### config.mk
export PLATFORM = sky130hd
export DESIGN_NAME = rumble_sequencer
export DESIGN_NICKNAME = d
export VERILOG_FILES = /design/src/rtl/rumble_pkg.sv /design/src/rtl/rumble_tick.sv /design/src/rtl/rumble_sequencer.sv
export SDC_FILE = /design/constraint.sdc
export NUM_CORES = 1
export LEC_CHECK = 0
export ABC_AREA = 1
export CORE_ASPECT_RATIO = 1.2
export CORE_MARGIN = 3
export CORE_UTILIZATION = 55
export CTS_CLUSTER_SIZE = 12
export DETAILED_ROUTE_END_ITERATION = 8
export PLACE_DENSITY_LB_ADDON = 0.2
export SYNTH_ARGS = -nofsm -noshare
export SYNTH_HDL_FRONTEND = slang
export SYNTH_SLANG_ARGS = --single-unit
### constraint.sdc
create_clock -name clk_74a -period 2.1 [get_ports clk_74a]
set_clock_uncertainty 0.2 [all_clocks]
set_input_delay 0.42 -clock clk_74a [delete_from_list [all_inputs] [get_ports clk_74a]]
set_output_delay 0.42 -clock clk_74a [all_outputs]
set_load 0.01 [all_outputs]
### src/rtl/rumble_pkg.sv
// Shared types and helpers for the rumble sequencer: state encoding, counter
// widths, PWM duty threshold and saturating millisecond increment.
package rumble_pkg;

  localparam int MS_W        = 12;
  localparam int EVT_W       = 16;
  localparam int ONMS_W      = 24;
  localparam int SYNC_STAGES = 2;

  typedef enum logic [1:0] {
    IDLE     = 2'd0,
    ON       = 2'd1,
    TEST     = 2'd2,
    COOLDOWN = 2'd3
  } rumble_state_t;

  // Number of the 16 PWM phases that drive the motor; strength 3 yields 16,
  // which exceeds every phase value and therefore means always on.
  function automatic logic [4:0] duty_threshold(input logic [1:0] strength);
    logic [2:0] steps;
    steps = {1'b0, strength} + 3'd1;
    return {steps, 2'b00};
  endfunction

  function automatic logic [MS_W-1:0] ms_sat_inc(input logic [MS_W-1:0] v);
    return (&v) ? v : v + 1'b1;
  endfunction

endpackage

### src/rtl/rumble_tick.sv
// Free-running divider: pulse is high for one clk_74a cycle every N cycles,
// first pulse N-1 cycles after reset release.
module rumble_tick #(
  parameter int N = 4
) (
  input  logic clk_74a,
  input  logic reset_n,
  output logic pulse
);

  localparam int              CNT_W = (N > 1) ? $clog2(N) : 1;
  localparam logic [CNT_W-1:0] LAST = CNT_W'(N - 1);

  logic [CNT_W-1:0] cnt_reg;

  assign pulse = (cnt_reg == LAST);

  always_ff @(posedge clk_74a or negedge reset_n) begin
    if (!reset_n) begin
      cnt_reg <= '0;
    end else if (pulse) begin
      cnt_reg <= '0;
    end else begin
      cnt_reg <= cnt_reg + 1'b1;
    end
  end

endmodule

### src/rtl/rumble_sequencer.sv
// Rumble arbitration and timing: core rumble vs. settings test burst, minimum
// and maximum on-time with cooldown, PWM duty. Statistics need RUMBLE_STATS_EN.
module rumble_sequencer
  import rumble_pkg::*;
#(
  parameter int PRESCALE    = 74250,
  parameter int PWM_DIV     = 290,
  parameter int MIN_ON_MS   = 20,
  parameter int MAX_ON_MS   = 2000,
  parameter int COOLDOWN_MS = 500,
  parameter int TEST_MS     = 250
) (
  input  logic              clk_74a,
  input  logic              reset_n,
  input  logic              enable,
  input  logic [1:0]        strength,
  input  logic              core_rumble,
  input  logic              test_req,
  output logic              active,
  output logic              busy,
  output logic [EVT_W-1:0]  stat_events,
  output logic [ONMS_W-1:0] stat_on_ms
);

  localparam logic [MS_W-1:0] MIN_ON_LIM   = MS_W'(MIN_ON_MS);
  localparam logic [MS_W-1:0] MAX_ON_LIM   = MS_W'(MAX_ON_MS);
  localparam logic [MS_W-1:0] COOLDOWN_LIM = MS_W'(COOLDOWN_MS);
  localparam logic [MS_W-1:0] TEST_LIM     = MS_W'(TEST_MS);

  rumble_state_t          state_reg, state_next;
  logic [MS_W-1:0]        ms_cnt_reg, ms_cnt_next;
  logic [SYNC_STAGES-1:0] sync_reg;
  logic [3:0]             phase_reg;
  logic                   active_reg, active_next;
  logic                   tick, pwm_step, cr, pwm_on, driving;

  rumble_tick #(.N(PRESCALE)) u_ms_tick (
    .clk_74a (clk_74a),
    .reset_n (reset_n),
    .pulse   (tick)
  );

  rumble_tick #(.N(PWM_DIV)) u_pwm_tick (
    .clk_74a (clk_74a),
    .reset_n (reset_n),
    .pulse   (pwm_step)
  );

  // core_rumble comes from another clock domain
  always_ff @(posedge clk_74a or negedge reset_n) begin
    if (!reset_n) begin
      sync_reg <= '0;
    end else begin
      sync_reg <= {sync_reg[SYNC_STAGES-2:0], core_rumble};
    end
  end

  assign cr = sync_reg[SYNC_STAGES-1];

  always_ff @(posedge clk_74a or negedge reset_n) begin
    if (!reset_n) begin
      phase_reg <= '0;
    end else if (pwm_step) begin
      phase_reg <= phase_reg + 4'd1;
    end
  end

  assign pwm_on  = ({1'b0, phase_reg} < duty_threshold(strength));
  assign driving = (state_reg == ON) || (state_reg == TEST);

  always_comb begin
    state_next  = state_reg;
    ms_cnt_next = ms_cnt_reg;
    if (!enable) begin
      state_next = IDLE;
    end else begin
      case (state_reg)
        IDLE: begin
          if (cr) begin
            state_next  = ON;
            ms_cnt_next = '0;
          end else if (test_req) begin
            state_next  = TEST;
            ms_cnt_next = '0;
          end
        end
        ON: begin
          if (ms_cnt_reg >= MAX_ON_LIM) begin
            state_next  = COOLDOWN;
            ms_cnt_next = '0;
          end else if (!cr && (ms_cnt_reg >= MIN_ON_LIM)) begin
            state_next = IDLE;
          end else if (tick) begin
            ms_cnt_next = ms_sat_inc(ms_cnt_reg);
          end
        end
        TEST: begin
          if (ms_cnt_reg >= TEST_LIM) begin
            state_next = IDLE;
          end else if (tick) begin
            ms_cnt_next = ms_sat_inc(ms_cnt_reg);
          end
        end
        COOLDOWN: begin
          if (ms_cnt_reg >= COOLDOWN_LIM) begin
            state_next = IDLE;
          end else if (tick) begin
            ms_cnt_next = ms_sat_inc(ms_cnt_reg);
          end
        end
        default: state_next = IDLE;
      endcase
    end
  end

  // Gating with enable lets active drop on the same edge the state leaves ON.
  assign active_next = enable && driving && pwm_on;

  always_ff @(posedge clk_74a or negedge reset_n) begin
    if (!reset_n) begin
      state_reg  <= IDLE;
      ms_cnt_reg <= '0;
      active_reg <= 1'b0;
    end else begin
      state_reg  <= state_next;
      ms_cnt_reg <= ms_cnt_next;
      active_reg <= active_next;
    end
  end

  assign active = active_reg;
  assign busy   = (state_reg != IDLE);

`ifdef RUMBLE_STATS_EN
  logic [EVT_W-1:0]  events_reg;
  logic [ONMS_W-1:0] on_ms_reg;
  logic              start_evt, on_tick;

  assign start_evt = (state_reg == IDLE) && ((state_next == ON) || (state_next == TEST));
  assign on_tick   = tick && driving;

  always_ff @(posedge clk_74a or negedge reset_n) begin
    if (!reset_n) begin
      events_reg <= '0;
      on_ms_reg  <= '0;
    end else begin
      if (start_evt && !(&events_reg)) begin
        events_reg <= events_reg + 1'b1;
      end
      if (on_tick && !(&on_ms_reg)) begin
        on_ms_reg <= on_ms_reg + 1'b1;
      end
    end
  end

  assign stat_events = events_reg;
  assign stat_on_ms  = on_ms_reg;
`else
  assign stat_events = '0;
  assign stat_on_ms  = '0;
`endif

endmodule

Word level (Yosys, flattened, before mapping)
Index checks and enable logic that the tools add are counted.
- multiplexer cells: 19
- $add $sub $neg: 5
- reduce and logical (&&, ||, !) cells: 10
- order comparisons: 5
- equality and inequality tests: 13
- bitwise logic cells: 0
- $mul: 0
- shift-type cells: 0
- divide/modulo/power cells: 0
- operators with widths (cell ; count):
    12-bit 2-to-1 mux ; 8
    12-bit case mux with 4 select lines ; 1
    17-bit by 1-bit adder with 17-bit output (second input constant) ; 1
    17-bit equality test (second input constant) ; 1
    17-bit 2-to-1 mux ; 1
    2-bit 2-to-1 mux ; 7
    12-bit by 1-bit adder with 12-bit output (second input constant) ; 1
    12-bit by 11-bit greater-or-equal comparator with 1-bit output (second input constant) ; 1
    12-bit by 5-bit greater-or-equal comparator with 1-bit output (second input constant) ; 1
    12-bit by 8-bit greater-or-equal comparator with 1-bit output (second input constant) ; 1
    12-bit by 9-bit greater-or-equal comparator with 1-bit output (second input constant) ; 1
    12-bit AND reduction ; 1
    9-bit by 1-bit adder with 9-bit output (second input constant) ; 1
    9-bit equality test (second input constant) ; 1
    9-bit 2-to-1 mux ; 1
    3-bit inequality test (second input constant) ; 3
    2-bit case mux with 4 select lines ; 1
    4-bit by 5-bit less-than comparator with 1-bit output ; 1
    5-bit AND reduction ; 1
    4-bit by 1-bit adder with 4-bit output (second input constant) ; 1
    2-bit equality test (second input constant) ; 2
    2-bit inequality test (second input constant) ; 2
    4-bit by 2-bit inequality test with 1-bit output (second input constant) ; 1
    4-bit inequality test (second input constant) ; 1
    other kinds (9) ; 11
- ROM bits: 0
- bits in latches: 0
- memories kept: 0
- input port bits: 7
- register bits after elaboration: 47
- memory bits (writable): 0
- output and inout port bits: 42
- logic and storage cells: 59

Depth between registers and ports, before layout
- depth in word-level cells: 6
- gate-level depth with buffers: 13
- depth with buffers taken out: 13

By module
A second synthesis with hierarchy kept.
- cells, all modules: 475
- area total of the unflattened synthesis: 3463.3 sq um
- modules (own cells, without submodules) (module ; sequential area each (sq um) ; cells an instance ; instances ; area an instance (sq um)):
    rumble_sequencer ; 525.5 ; 280 ; 1 ; 1986.9
    rumble_tick (u_ms_tick) ; 425.4 ; 132 ; 1 ; 992.2
    rumble_tick (u_pwm_tick) ; 225.2 ; 63 ; 1 ; 484.2

Least setup slack after synthesis
Ideal clock, no wire load.
- path kind: flip-flop to flip-flop
- from: register state_reg[0]
- to: register ms_cnt_reg[7]
- library setup time: 0.120 ns
- data required time: 1.780 ns
- arrival time: 1.399 ns
- slack: 0.381 ns
- cell stages (with the launch flop): 10
- clock period less this slack: 1.719 ns
- buffers on the path: 1
- cells stage by stage: dfrtp_1 inv_1 ha_1 a21oi_1 nand3_2 nor2_4 buf_6 nand3_1 nand2_1 nor2_1
- longest elaborated chain between the ends: 3
- elaborated cells on any way between the ends: 10
- classes of those cells: eq/ne: 7; mux: 1; reduce/logical: 2
- RTL lines (element ; RTL line ; text):
    start, declared ; rumble_sequencer.sv:30 ; rumble_state_t state_reg, state_next;
    start signal, assigned ; rumble_sequencer.sv:125 ; state_reg <= state_next;
    2-bit by 1-bit equality test with 1-bit output, or another cell as far along ; rumble_sequencer.sv:77 ; case (state_reg)
    3-bit inequality test (no source line) / 2-bit inequality test (equally long branches) ; -- ;
    5-bit AND reduction (no source line) ; -- ;
    end signal, assigned ; rumble_sequencer.sv:126 ; ms_cnt_reg <= ms_cnt_next;
    end, declared ; rumble_sequencer.sv:31 ; logic [MS_W-1:0] ms_cnt_reg, ms_cnt_next;
Several ways; a longest one is shown, not always the timed one.
A chain may end at the register's enable or synchronous reset.

Final worst setup path
- from: register state_reg[0]
- to: output busy
- longest elaborated chain between the ends: 1
- RTL lines (element ; RTL line ; text):
    2-bit nonzero test ; rumble_sequencer.sv:132 ; assign busy = (state_reg != IDLE);
    end, declared ; rumble_sequencer.sv:20 ; output logic busy,
No other way between the ends.

==> impl_metrics.tcl <==
set metrics [dict create \
    status "complete, no violations" \
    power_switching_w 0.0006015 \
    first_global_vias 2624 \
    hold_path_depth 0 \
    design.die.area_mm2 0.006941 \
    seqCellArea_mm2 0.001176 \
    startpoint "state_reg[0]$_DFFE_PN0P_" \
    powerDensity_mw_per_mm2 614.8 \
    antenna_found_initial 0 \
    yosysMostFrequentCell "nand2_1" \
    hp-class "reg2reg" \
    htree_levels 2 \
    min_from "sync_reg[0]$_DFF_PN0_" \
    synth_edf_count 0 \
    timing.rr.end "ms_cnt_reg[1]$_DFFE_PN0P_" \
    cts_tree "yes" \
    core_area_mm2 0.005705 \
    grt_max_degree 31 \
    yosys.area.top_type "dfrtp_1" \
    overflow 0 \
    avgRoutedWirePerCell_um 11.58 \
    worstSetupStartpointType "register" \
    nNetsFinal 494 \
    r2r_slack_ps 140 \
    initial_core_util 0.5759 \
    drive_above_1_share 0.1034 \
    drc 0 \
    grt_pass1_wl_um 11190 \
    syn-cell-area_mm2 0.003286 \
    p_clk_frac 0.357 \
    hold_viol 0 \
    ys_types 31 \
    synth_seq_cells 47 \
    path_clk_slew_ps 80 \
    p_leak_nw 1.827 \
    slew_viol_final 0 \
    worstHoldEndpoint "sync_reg[1]$_DFF_PN0_" \
    ios 49 \
    final_area_mm2 0.003540 \
    hpwl_um 5023 \
    maxCapViolations 0 \
    drtAntennaViolNets 0 \
    syn_inst 449 \
    cp-end-kind "output pin" \
    vdd_ir_drop_max_mv 0.5533 \
    crit_type "reg2out" \
    postSynthAreaPerCell_um2 7.318 \
    chipWidth_um 76.56 \
    arrival_ps 1350 \
    async_flop_share 1.000 \
    rsz0062_at_grt "true" \
    p_int_w 0.001575 \
    n_fill_cell 533 \
    path_max_fanout 3 \
    dieHeight_um 90.67 \
    cts_num_sinks 47 \
    finalHoldWorstSlack_ps 155.5 \
    seqPwrFrac 0.433 \
    cts-root-buf "clkbuf_8" \
    worstRegToRegCells 13 \
    power_w 0.002176 \
    synth_top_area_share 0.3580 \
    n_antenna_cell 0 \
    setup_viol 0 \
    post-route-period-util 0.9362 \
    yosys_warnings 0 \
    drt-initial-drc-count 140 \
    synthTopCellsByArea "dfrtp_1 36%, nand2_1 11%, buf_4 9.1%" \
    clock.fmax_mhz 508.7 \
    largest_reg_flops 17 \
    clk_latency_ps 290 \
    netlist_top_cells_count "98 x nand2_1, 66 x inv_1, 56 x nor2_1" \
    wl_um 6418 \
    synth_top_flop_cell "dfrtp_1" \
    io_buffers 8 \
    swShare 0.2764 \
    vias 2720 \
    firstDrtPassIters 4 \
    place_congestion 0.8956 \
    synth.yosys.seq_area_share 0.3580 \
    clk_path_buf_depth 2 \
    r2r-start "u_ms_tick.cnt_reg[1]$_DFF_PN0_" \
    gr-usage-all-layers 0.1953 \
    vias_per_cell 4.910 \
    detailed_place.area_mm2 0.003358 \
    rows 30 \
    area_growth_pct 7.730 \
    p_comb_frac 0.211 \
    multi_input_area_mm2 0.001677 \
    cts_made_buffers 5 \
    cp.required_ps 1480 \
    fin_crit_ps 1966 \
]
critical path, cell delays in order (launching register included):
cell and delay (ps):
dfrtp_1 390, inv_1 110, ha_1 210, inv_1 60
dlygate4sd2_1 280
cell type report:
cell class | instances | share of cell area
clock buffers | 6 | 0.02050
clock inverters | 2 | 0.01697
inverters | 72 | 0.07635
multi-input cells | 328 | 0.4737
flip-flops and latches | 47 | 0.3323
well taps | 80 | 0.02828
repair buffers | 19 | 0.05196
cell usage in the layout, fill, tap and decap left out, drive strengths merged:
cell type | netlist | layout
nand4 | 16 | 16
nand3 | 32 | 32
dlygate4sd2 | 0 | 1
nor4 | 2 | 2
ha | 14 | 14
xnor2 | 2 | 2
or2 | 1 | 1
dlygate4sd3 | 0 | 1
clkdlybuf4s50 | 0 | 6
a21oi | 9 | 9
clkbuf | 0 | 6
o211ai | 1 | 1
bufinv | 0 | 2
dfrtp | 47 | 47
conb | 1 | 40
nor2 | 67 | 67
nor3b | 2 | 2
inv | 72 | 72
buf | 41 | 11
xor2 | 9 | 9
nand2 | 102 | 102
a31oi | 2 | 2
nand3b | 2 | 2
nor3 | 13 | 13
o21ai | 14 | 14
worst max path at each step:
stage | to | slack, ps | cells past startpoint
floorplan | ms_cnt_reg[7]$_DFFE_PN0P_ | 380 | 9
global route | ms_cnt_reg[2]$_DFFE_PN0P_ | -10 | 12
CTS | ms_cnt_reg[1]$_DFFE_PN0P_ | 120 | 13
detailed placement | ms_cnt_reg[5]$_DFFE_PN0P_ | 8 | 10
global placement | ms_cnt_reg[5]$_DFFE_PN0P_ | 60 | 9
finish | busy | 130 | 4
repair_timing:
action	in CTS	in global routing
hold endpoints to repair	17	0
buffers inserted	2	3
hold buffers	1	0
pin swaps	0	1
endpoints found under the setup margin	1	4
resized for setup	1	1
metal layers:
metal  up-vias  share of wire  GRT usage
met4         0          0.025    0.07704
met5         -              0          0
met3        13          0.036    0.02894
li1       1374              -          -
met2        76           0.51     0.3636
met1      1257           0.43     0.2216
cell families (layout without fill, tap and decap cells):
kind of cell             count (synthesis)  count (layout)  synth area share
AND/OR/NAND/NOR                        237             237            0.3389
adder cells (fa/ha/maj)                 14              14           0.05331
AO/OA/AOI/OAI                           26              26           0.04227
buffers and inverters                  113              99            0.1771
XOR/XNOR                                11              11           0.02932
flip-flops                              47              47            0.3580
other                                    1              40          0.001141
through the flow:
| stage | cells | TNS, ps | setup slack, ps | utilization |
|---|---|---|---|---|
| 2_1_floorplan | 488 | 0 | 380.8 | - |
| 3_3_place_gp | 540 | 0 | 58.67 | 0.5886 |
| 3_5_place_dp | 540 | 0 | 8.282 | 0.5886 |
| 4_1_cts | 551 | 0 | 121.6 | 0.6160 |
| 5_1_grt | 554 | -27.05 | -9.736 | 0.6204 |
| 6_report | 554 | 0 | 134.0 | 0.6204 |
power by group through the flow:
| stage | Combinational (W) | Clock [W] | Sequential (W) |
|---|---|---|---|
| global route | 0.000526 | 0.000841 | 0.000945 |
| floorplan | 0.000341 | 0 | 0.000968 |
| global placement | 0.000421 | 0 | 0.000968 |
| finish | 0.000458 | 0.000776 | 0.000941 |
| detailed placement | 0.000428 | 0 | 0.000969 |
| CTS | 0.000458 | 0.000807 | 0.000941 |
Power figures use the tool's default switching activity.
